[src/rtl/seg7_pkg.sv]
// ============================================================================
// Module   : seg7_pkg
// Brief    : Segment patterns, anode helpers and scan-index type shared by the
//            7-segment display driver and its decoder.
// Revision : 1.0 - initial release
// ============================================================================
`default_nettype none

package seg7_pkg;

    // Active-low cathode patterns, bit order {g,f,e,d,c,b,a}
    localparam logic [6:0] SEG_0     = 7'b1000000;
    localparam logic [6:0] SEG_1     = 7'b1111001;
    localparam logic [6:0] SEG_2     = 7'b0100100;
    localparam logic [6:0] SEG_3     = 7'b0110000;
    localparam logic [6:0] SEG_4     = 7'b0011001;
    localparam logic [6:0] SEG_5     = 7'b0010010;
    localparam logic [6:0] SEG_6     = 7'b0000010;
    localparam logic [6:0] SEG_7     = 7'b1111000;
    localparam logic [6:0] SEG_8     = 7'b0000000;
    localparam logic [6:0] SEG_9     = 7'b0010000;
    localparam logic [6:0] SEG_DASH  = 7'b0111111;
    localparam logic [6:0] SEG_BLANK = 7'b1111111;

    localparam logic [3:0] AN_OFF    = 4'b1111;

    typedef enum logic [1:0] {
        SCAN_0 = 2'd0,
        SCAN_1 = 2'd1,
        SCAN_2 = 2'd2,
        SCAN_3 = 2'd3
    } scan_idx_t;

    function automatic scan_idx_t next_scan(input scan_idx_t s);
        scan_idx_t n;
        case (s)
            SCAN_0:  n = SCAN_1;
            SCAN_1:  n = SCAN_2;
            SCAN_2:  n = SCAN_3;
            default: n = SCAN_0;
        endcase
        return n;
    endfunction

    function automatic logic [3:0] anode_for(input scan_idx_t s);
        logic [3:0] onehot;
        onehot = 4'b0001 << s;
        return ~onehot;
    endfunction

endpackage

`default_nettype wire

[src/rtl/bcd_to_seg7.sv]
// ============================================================================
// Module   : bcd_to_seg7
// Brief    : Combinational BCD to active-low 7-segment decoder; 10-15 -> dash.
// Revision : 1.0 - initial release
// ============================================================================
`default_nettype none

module bcd_to_seg7
    import seg7_pkg::*;
(
    input  logic [3:0] bcd,
    output logic [6:0] seg
);

    always_comb begin
        seg = SEG_DASH;
        case (bcd)
            4'd0:    seg = SEG_0;
            4'd1:    seg = SEG_1;
            4'd2:    seg = SEG_2;
            4'd3:    seg = SEG_3;
            4'd4:    seg = SEG_4;
            4'd5:    seg = SEG_5;
            4'd6:    seg = SEG_6;
            4'd7:    seg = SEG_7;
            4'd8:    seg = SEG_8;
            4'd9:    seg = SEG_9;
            default: seg = SEG_DASH;
        endcase
    end

endmodule

`default_nettype wire

[src/rtl/seg7_display_driver.sv]
// ============================================================================
// Module   : seg7_display_driver
// Brief    : 4-digit multiplexed 7-segment driver with colon and done-blink.
//            Define SEG7_LZ_BLANK_EN to blank a leading zero on digit 3.
// Revision : 1.0 - initial release
// ============================================================================
`default_nettype none

module seg7_display_driver
    import seg7_pkg::*;
#(
    parameter int REFRESH_DIV = 100_000,
    parameter int BLINK_DIV   = 25_000_000
) (
    input  logic       clk_100MHz,
    input  logic       reset,
    input  logic [3:0] sec_1s,
    input  logic [3:0] sec_10s,
    input  logic [3:0] min_1s,
    input  logic [3:0] min_10s,
    input  logic       timer_done,
    input  logic       tick_1Hz,
    output logic [3:0] an,
    output logic [6:0] seg,
    output logic       dp
);

    localparam int REFRESH_W = (REFRESH_DIV > 1) ? $clog2(REFRESH_DIV) : 1;
    localparam int BLINK_W   = (BLINK_DIV > 1) ? $clog2(BLINK_DIV) : 1;

    localparam logic [REFRESH_W-1:0] REFRESH_LAST = REFRESH_W'(REFRESH_DIV - 1);
    localparam logic [REFRESH_W-1:0] REFRESH_ONE  = REFRESH_W'(1);
    localparam logic [BLINK_W-1:0]   BLINK_LAST   = BLINK_W'(BLINK_DIV - 1);
    localparam logic [BLINK_W-1:0]   BLINK_ONE    = BLINK_W'(1);

    logic [REFRESH_W-1:0] refresh_cnt, refresh_nxt;
    scan_idx_t            scan_idx, scan_nxt;
    logic [3:0][3:0]      snap, snap_nxt;
    logic                 colon, colon_nxt;
    logic [BLINK_W-1:0]   blink_cnt, blink_nxt;
    logic                 blink_on, blink_on_nxt;

    logic                 refresh_wrap;
    logic                 frame_wrap;
    logic [3:0]           digit;
    logic [6:0]           seg_dec;

    logic [3:0]           an_nxt;
    logic [6:0]           seg_nxt;
    logic                 dp_nxt;

    always_comb begin
        refresh_wrap = (refresh_cnt == REFRESH_LAST);
        refresh_nxt  = refresh_wrap ? '0 : refresh_cnt + REFRESH_ONE;
        scan_nxt     = refresh_wrap ? next_scan(scan_idx) : scan_idx;

        // Digits are latched only at the frame boundary so one frame shows one timer value
        frame_wrap   = refresh_wrap && (scan_idx == SCAN_3);
        snap_nxt     = frame_wrap ? {min_10s, min_1s, sec_10s, sec_1s} : snap;

        colon_nxt    = colon ^ tick_1Hz;

        blink_nxt    = '0;
        blink_on_nxt = 1'b1;
        if (timer_done) begin
            if (blink_cnt == BLINK_LAST) begin
                blink_nxt    = '0;
                blink_on_nxt = ~blink_on;
            end else begin
                blink_nxt    = blink_cnt + BLINK_ONE;
                blink_on_nxt = blink_on;
            end
        end

        digit = snap_nxt[scan_nxt];
    end

    bcd_to_seg7 u_decode (
        .bcd (digit),
        .seg (seg_dec)
    );

    // Outputs are built from next state so they register on the same edge as the scan index
    always_comb begin
        an_nxt  = anode_for(scan_nxt);
        seg_nxt = seg_dec;
        dp_nxt  = ~((scan_nxt == SCAN_2) && colon_nxt);

`ifdef SEG7_LZ_BLANK_EN
        if ((scan_nxt == SCAN_3) && (snap_nxt[3] == 4'd0)) begin
            an_nxt  = AN_OFF;
            seg_nxt = SEG_BLANK;
        end
`endif

        if (!blink_on_nxt) begin
            an_nxt = AN_OFF;
            dp_nxt = 1'b1;
        end
    end

    always_ff @(posedge clk_100MHz or posedge reset) begin
        if (reset) begin
            refresh_cnt <= '0;
            scan_idx    <= SCAN_0;
            snap        <= '0;
            colon       <= 1'b0;
            blink_cnt   <= '0;
            blink_on    <= 1'b1;
            an          <= AN_OFF;
            seg         <= SEG_BLANK;
            dp          <= 1'b1;
        end else begin
            refresh_cnt <= refresh_nxt;
            scan_idx    <= scan_nxt;
            snap        <= snap_nxt;
            colon       <= colon_nxt;
            blink_cnt   <= blink_nxt;
            blink_on    <= blink_on_nxt;
            an          <= an_nxt;
            seg         <= seg_nxt;
            dp          <= dp_nxt;
        end
    end

endmodule

`default_nettype wire
[config.mk]
export PLATFORM = sky130hd
export DESIGN_NAME = seg7_display_driver
export DESIGN_NICKNAME = d
export VERILOG_FILES = /design/src/rtl/seg7_pkg.sv /design/src/rtl/bcd_to_seg7.sv /design/src/rtl/seg7_display_driver.sv
export SDC_FILE = /design/constraint.sdc
export NUM_CORES = 1
export LEC_CHECK = 0
export ABC_AREA = 0
export BUFFER_PORTS_ARGS = -buffer_cell sky130_fd_sc_hd__buf_2
export CAP_MARGIN = 30
export CORE_MARGIN = 2
export CORE_UTILIZATION = 45
export DETAILED_ROUTE_END_ITERATION = 6
export GPL_TIMING_DRIVEN = 0
export PLACE_DENSITY = 0.67
export SYNTH_ARGS = -nofsm -noshare
export SYNTH_HDL_FRONTEND = slang
export SYNTH_SLANG_ARGS = --single-unit
[constraint.sdc]
create_clock -name clk_100MHz -period 9.55 [get_ports clk_100MHz]
set_input_delay 0.955 -clock clk_100MHz [delete_from_list [all_inputs] [get_ports clk_100MHz]]
set_output_delay 0.955 -clock clk_100MHz [all_outputs]
set_load 0.1 [all_outputs]
==> key figures, run 1 <==
Place
  • Final GP Congestion: 0.790
  • Inst Count DP: 443
  • Post-Place Setup Slack: 5.69 ns
  • Post-detail-place hpwl: 4330 um
  • Post-DP Area: 3930 um2
  • PortBufs: 31

STA
  • Max Slew Vio Count: 0
  • Post-layout worst setup margin: roughly 5.6 ns
  • Max Clock Freq: about 0.26 GHz
  • Skew final: 0.00636 ns
  • # setup viols final: 0
  • Slew @ Worst Pin: 0.998 ns
  • Setup tns final: 0 ns
  • Slew Limit Headroom: 31.5%
  • Fin crit share: 41.0%
  • RSZ-0062 raised after global routing: no
  • Final Hold Fails: 0
  • Minimum clock period: ~3.9 ns

Layout
  • Fill cells: between 600 and 700
  • Area Overhead vs Synth: 15.2%
  • Area of the multi-input gates: 1670 um2
  • Commonest non-fill, non-tap cells in the layout: dfrtp_1 (61), nor2_1 (41), buf_2 (31)
  • ANT cells: 0
  • Nets: about 380
  • Commonest non-fill, non-tap cell in the layout: dfrtp_1
  • Post-layout instance area: 4170 um2
  • Fin cells: 459
  • Share of post-route cells with drive strength above 1: 28.3%
  • FF/Latch Area: 1870 um2

Synthesis
  • Mapped Area: 3620 um2
  • Synth warn: 0
  • Synth async-reset ratio: 100%
  • Synth Register Bits: 74
  • Synth Net Count: 341
  • Synthesized area per cell: around 12 um2
  • Post-synth EDFFs: 0
  • Post-Synthesis Cells: 309
  • Cell variety after synth: 40
  • Most used DFF post-synth: dfrtp_1
  • Register area share after synthesis: roughly half

Critical path
  • CP dominant cell by count: inv_2
  • CP cell instances: or4b_4 -> nor4_4 -> buf_4 -> mux2i_1 -> inv_2 -> mux2i_4 -> inv_2 -> ha_1 -> mux2_2 -> a21oi_1
  • CP peak stage delay: 0.84 ns
  • CP Data Arrival Time: between 4 and 5 ns
  • CP endpoint kind: register
  • Critical-path top delay cell: mux2i_1
  • Required @ worst endpoint: 9.82 ns
  • Critical Path Fanout Max: 10
  • Kind of critical path: reg -> reg
  • Crit start category: register

Clock tree
  • Worst-case clock buffer depth: 2
  • Setup bufs post-CTS: 0
  • Clk sinks: 74
  • Num CTS Buffers: 9
  • Root buffer cell: clkbuf_8
  • Clock Latency Late Sink: 0.34 ns
  • Worst-path clk slew: 0.08 ns
  • Post-CTS Hold Buffers: 0
  • CTS resizes: 0
  • H-tree levels: 3
  • CTS tree: done

Run
  • MaxCap Viol Count: 0

Global route
  • Number of global-route vias before repair: 2,336
  • Initial antenna violation count: 0
  • Global-route wire length before repair: 10,700 um
  • Gr usage total: 15.7%
  • Largest net degree at the start of global routing: 70
  • Remaining global-route overflow: 0

Drt
  • Routed WL: a little over 6000 um
  • Avg Vias per Cell: 5.07
  • Antenna Violating Nets Remaining: 0
  • Vias: 2,325
  • First-pass DRT Iterations: 4
  • # DRC: 0
  • Routed WL per cell: 13.3 um
  • Starting DRT DRC Count: 66

Status
  • Status: finished, final reports clean

Floorplanning
  • Initial Util: 46.6%
  • Top Ports: 32
  • Total die area: ~8800 um2
  • Row cnt: 32
  • Core area: 7770 um2
  • Die width: 93.7 um
  • Die Y: 93.7 um

Pwr
  • Switching Share: ~24%
  • Peak VDD IR: approximately 86 uV
  • Clock group share of total power: 42.3%
  • Pint: 0.000503 W
  • Pwr dens: 159 nW/um2
  • LEAKAGE: 1.87 nW
  • Comb pwr share: 8.3%
  • Psw: approximately 0.00016 W
  • Sequential share of power: 49.4%

Worst hold path
  • Hold crit path type: reg -> reg
stage by stage:
step	utilization, %	hold slack, ns	power, W
3_5_place_dp	50.6	0.452	0.000390
5_1_grt	53.7	0.467	0.000694
2_1_floorplan	-	0.432	0.000376
6_report	53.7	0.467	0.000664
3_3_place_gp	50.3	0.452	0.000387
4_1_cts	53.7	0.471	0.000674
final timing paths:
path,from,end,slack [ns],cells past startpoint
setup / recovery,refresh_cnt[11]$_DFF_PP0_,seg[4]$_DFF_PP1_,5.64,10
hold / removal,colon$_DFF_PP0_,colon$_DFF_PP0_,0.47,1
setup reg to reg,refresh_cnt[11]$_DFF_PP0_,seg[4]$_DFF_PP1_,5.64,10
hold reg to reg,colon$_DFF_PP0_,colon$_DFF_PP0_,0.47,1
max in group asynchronous,reset,seg[4]$_DFF_PP1_,8.50,3
min in group asynchronous,reset,refresh_cnt[8]$_DFF_PP0_,0.48,2
registers in the layout, summed over array words and instances (netlist names):
signal	cells
blink_cnt	25
refresh_cnt	17
snap	16
seg	7
an	4
scan_idx	2
blink_on	1
colon	1
dp	1
routing by layer:
layer / share of wire (%) / track usage, %
met4: 1.1 / 4.83
met1: 47 / 20.8
met5: 0 / 0
met2: 48 / 24.6
met3: 3.7 / 5.30
synth_stat cells (2+ instances only):
cell	instances	area share [%]
nand4_1	10	1.7
nor4_1	2	0.35
and2_1	2	0.35
nand3_1	16	2.2
dfstp_2	13	9.4
nor2_1	41	4.3
dfrtp_1	61	42
a21oi_1	6	0.83
or3_1	2	0.35
mux2i_4	2	1.2
mux4_2	6	3.7
xor2_1	24	5.8
or4bb_1	2	0.62
nor3_1	2	0.28
a31oi_1	2	0.35
clkbuf_1	4	0.41
mux2i_1	3	0.83
and3_1	7	1.2
and4_1	2	0.48
buf_4	2	0.41
nor4b_1	2	0.48
nand2_1	26	2.7
mux2_2	19	5.9
or2_2	2	0.35
mux4_1	2	1.5
ha_1	12	4.1
xnor2_1	14	3.4
inv_1	9	0.93
o21ai_0	2	0.28
inv_2	2	0.21
area by class of cell:
| cell class | count | area share (%) |
|---|---|---|
| flip-flops and latches | 74 | 44.8 |
| multi-input cells | 217 | 40.1 |
| repair buffers | 32 | 4.38 |
| clock buffers | 11 | 3.63 |
| well taps | 102 | 3.06 |
| clock inverters | 5 | 2.04 |
| inverters | 11 | 1.05 |
| plain buffers | 7 | 0.990 |
worst max-delay path: cells and delay by family (launching register included):
family          cells  cell delay [ns]
compound gates      1             0.14
buf+inv             3             0.61
mux                 3             1.43
fa+ha+maj           1             0.22
flops               1             0.43
simple gates        2             0.98
power by group through the flow:
stage / Combinational [W] / Clock, W / Sequential [W]
finish: 0.0000549 / 0.000281 / 0.000328
global route: 0.0000604 / 0.000305 / 0.000329
CTS: 0.0000560 / 0.000289 / 0.000328
detailed placement: 0.0000558 / 0 / 0.000334
global placement: 0.0000537 / 0 / 0.000334
floorplan: 0.0000234 / 0 / 0.000352
kinds of logic (layout without fill, tap and decap cells):
logic type,after synthesis,count (layout),synth area share (%)
buffers and inverters,18,66,2.28
multiplexers,33,33,13.5
XOR/XNOR,38,38,9.19
AND/OR/NAND/NOR,122,122,17.4
adder cells (fa/ha/maj),12,12,4.15
AO/OA/AOI/OAI,12,12,1.83
flip-flops,74,74,51.6
Power figures use the tool's default switching activity.
==> inputs of run 2 (changes only) <==
- PLACE_DENSITY: 0.67 -> 0.69
- clock period: 9.55 -> 3.5 ns (I/O delays scaled with it)
==> run 2 against run 1 <==
Cell area fell by 0.21%. Global-route usage rose by 0.10 points. Routed wire length rose by 0.67%. Flip-flop and latch count did not move. Sequential power rose to 2.7 times the previous value. Worst hold slack got worse by 0.29 ns. Non-clock buffer count rose by 4.
==> key figures, run 2 (synthesis gave the netlist of run 1 again) <==
Critical path
  • R2R Setup Slk: 0.13 ns (-5.50 ns)
  • Required @ worst endpoint: 3.79 ns (-6.03 ns)
  • R2R Path End: seg[4]$_DFF_PP1_
  • Crit start category: register
  • Critical Path Fanout Max: 10 (unchanged)
  • Reg2reg start: refresh_cnt[6]$_DFF_PP0_
  • Reg2reg path depth: 10 (unchanged)
  • Kind of critical path: reg -> reg
  • CP Data Arrival Time: 3.65 ns (-0.54 ns)
  • CP endpoint kind: register

Drt
  • Starting DRT DRC Count: 104 (+58%)
  • Avg Vias per Cell: 4.99 (-1.4%)
  • # DRC: 0 (unchanged)
  • Vias: 2,312 (-0.56%)
  • Antenna Violating Nets Remaining: 0 (unchanged)
  • Routed WL: 6160 um (+0.67%)
  • Routed WL per cell: 13.3 um (-0.20%)
  • First-pass DRT Iterations: 4 (unchanged)

Status
  • Status: finished, final reports clean

Floorplanning
  • Row cnt: 32 (unchanged)
  • Top Ports: 32 (unchanged)
  • Die Y: 93.7 um (unchanged)
  • Total die area: 8780 um2 (unchanged)
  • Core area: 7770 um2 (unchanged)
  • Initial Util: 46.6% (unchanged)
  • Die width: 93.7 um (unchanged)

STA
  • Slew Limit Headroom: 41.2% (+9.7 points)
  • Max Clock Freq: 0.297 GHz (+16%)
  • Skew final: 0.0105 ns (+0.00415 ns)
  • Slew @ Worst Pin: 0.882 ns (-0.117 ns)
  • RSZ-0062 raised after global routing: no
  • # setup viols final: 0 (unchanged)
  • Fin crit share: 96.2% (+55 points)
  • Final Hold Fails: 0 (unchanged)
  • Minimum clock period: 3.37 ns (-0.546 ns)
  • Max Slew Vio Count: 0 (unchanged)

Layout
  • Commonest non-fill, non-tap cell in the layout: dfrtp_1
  • Biggest register: blink_cnt
  • Final core occ: 53.6% (-0.11 points)
  • Top Registers: blink_cnt (25), refresh_cnt (17), snap (16)
  • ANT cells: 0 (unchanged)
  • Share of post-route cells with drive strength above 1: 29.9% (+1.6 points)
  • Max FFs per register: 25 (unchanged)
  • Post-layout instance area: 4160 um2 (-0.21%)
  • Commonest non-fill, non-tap cells in the layout: dfrtp_1 (60), nor2_1 (41), buf_2 (31)
  • Nets: 388 (+1.0%)
  • Area Overhead vs Synth: 14.9%

Clock tree
  • Num CTS Buffers: 9 (unchanged)
  • Clk sinks: 74 (unchanged)
  • Worst-case clock buffer depth: 2 (unchanged)
  • H-tree levels: 3 (unchanged)
  • Clock Latency Late Sink: 0.35 ns (about the same)
  • CTS tree: done
  • Post-CTS Hold Buffers: 0 (unchanged)
  • Worst-path clk slew: 0.08 ns (about the same)
  • Root buffer cell: clkbuf_8

Global route
  • Initial antenna violation count: 0 (unchanged)
  • Number of global-route vias before repair: 2,249 (-3.7%)
  • Gr usage total: 15.8% (+0.10 points)
  • Global-route wire length before repair: 10,700 um (+0.13%)
  • Largest net degree at the start of global routing: 75 (+7.1%)
  • Remaining global-route overflow: 0 (unchanged)

Place
  • Post-detail-place hpwl: 4260 um (-1.6%)
  • PortBufs: 31 (unchanged)
  • Final GP Congestion: 0.784 (-0.82%)
  • Post-DP Area: 3910 um2 (-0.70%)

Pwr
  • Pwr dens: 407 nW/um2 (+160%)
  • LEAKAGE: 1.86 nW (-0.55%)
  • Peak VDD IR: 339 uV (+290%)

Worst hold path
  • Hold crit path type: in -> async

Run
  • MaxCap Viol Count: 0 (unchanged)
[run 2: how the worst max path moves through the flow]
stage	startpoint	to	depth (start not counted)
3_3_place_gp	refresh_cnt[11]$_DFF_PP0_	seg[4]$_DFF_PP1_	10
5_1_grt	refresh_cnt[6]$_DFF_PP0_	seg[4]$_DFF_PP1_	10
3_5_place_dp	refresh_cnt[11]$_DFF_PP0_	seg[4]$_DFF_PP1_	10
4_1_cts	refresh_cnt[11]$_DFF_PP0_	seg[3]$_DFF_PP1_	10
6_report	refresh_cnt[6]$_DFF_PP0_	seg[4]$_DFF_PP1_	10
2_1_floorplan	refresh_cnt[11]$_DFF_PP0_	seg[4]$_DFF_PP1_	10
[run 2: critical path, cell delays in order (launching register included)]
cell,delay (ns)
dfrtp_2,0.45
or4bb_1,0.56
nor4_4,0.44
mux2_4,0.36
buf_4,0.19
mux4_2,0.33
mux2i_4,0.27
inv_4,0.09
ha_1,0.22
mux2_2,0.25
a21oi_1,0.14
[run 2: layout make-up]
class / count / area (um2)
Buffer: 7 / 41.3
Clock buffer: 9 / 124
Clock inverter: 7 / 70.1
Fill cell: 684 / 3610
Inverter: 11 / 46.3
Multi-Input combinational cell: 217 / 1690
Sequential cell: 74 / 1870
Tap cell: 102 / 128
Timing Repair Buffer: 36 / 193
[run 2: stage by stage]
| step | TNS (ns) | total power [W] | hold slack, ns | worst slack, ns | std cells |
|---|---|---|---|---|---|
| after floorplan | 0 | 0.00103 | 0.432 | 0.186 | 309 |
| after global placement | -0.895 | 0.00106 | 0.451 | -0.277 | 442 |
| after detailed placement | -0.879 | 0.00106 | 0.452 | -0.279 | 442 |
| after CTS | 0 | 0.00172 | 0.186 | 0.0294 | 458 |
| after global routing | 0 | 0.00178 | 0.197 | 0.00112 | 463 |
| final | 0 | 0.00169 | 0.182 | 0.134 | 463 |
[run 2: power by group]
part           internal, W  switching (W)
clock             0.000327       0.000321
combinational    0.0000447       0.000106
sequential        0.000884      0.0000110
[run 2: per-layer routing]
metal	track usage [%]	wire, um
met4	4.71	89
met2	23.0	2790
met1	22.3	3060
met5	0	0
met3	5.78	225
[run 2: what timing repair did]
action | 4_1_cts | 5_1_grt
endpoints found under the setup margin | 7 | 4
resized for setup | 2 | 4
endpoints found under the hold margin | 0 | 0
pin swaps | 0 | 1
buffers inserted | 0 | 5
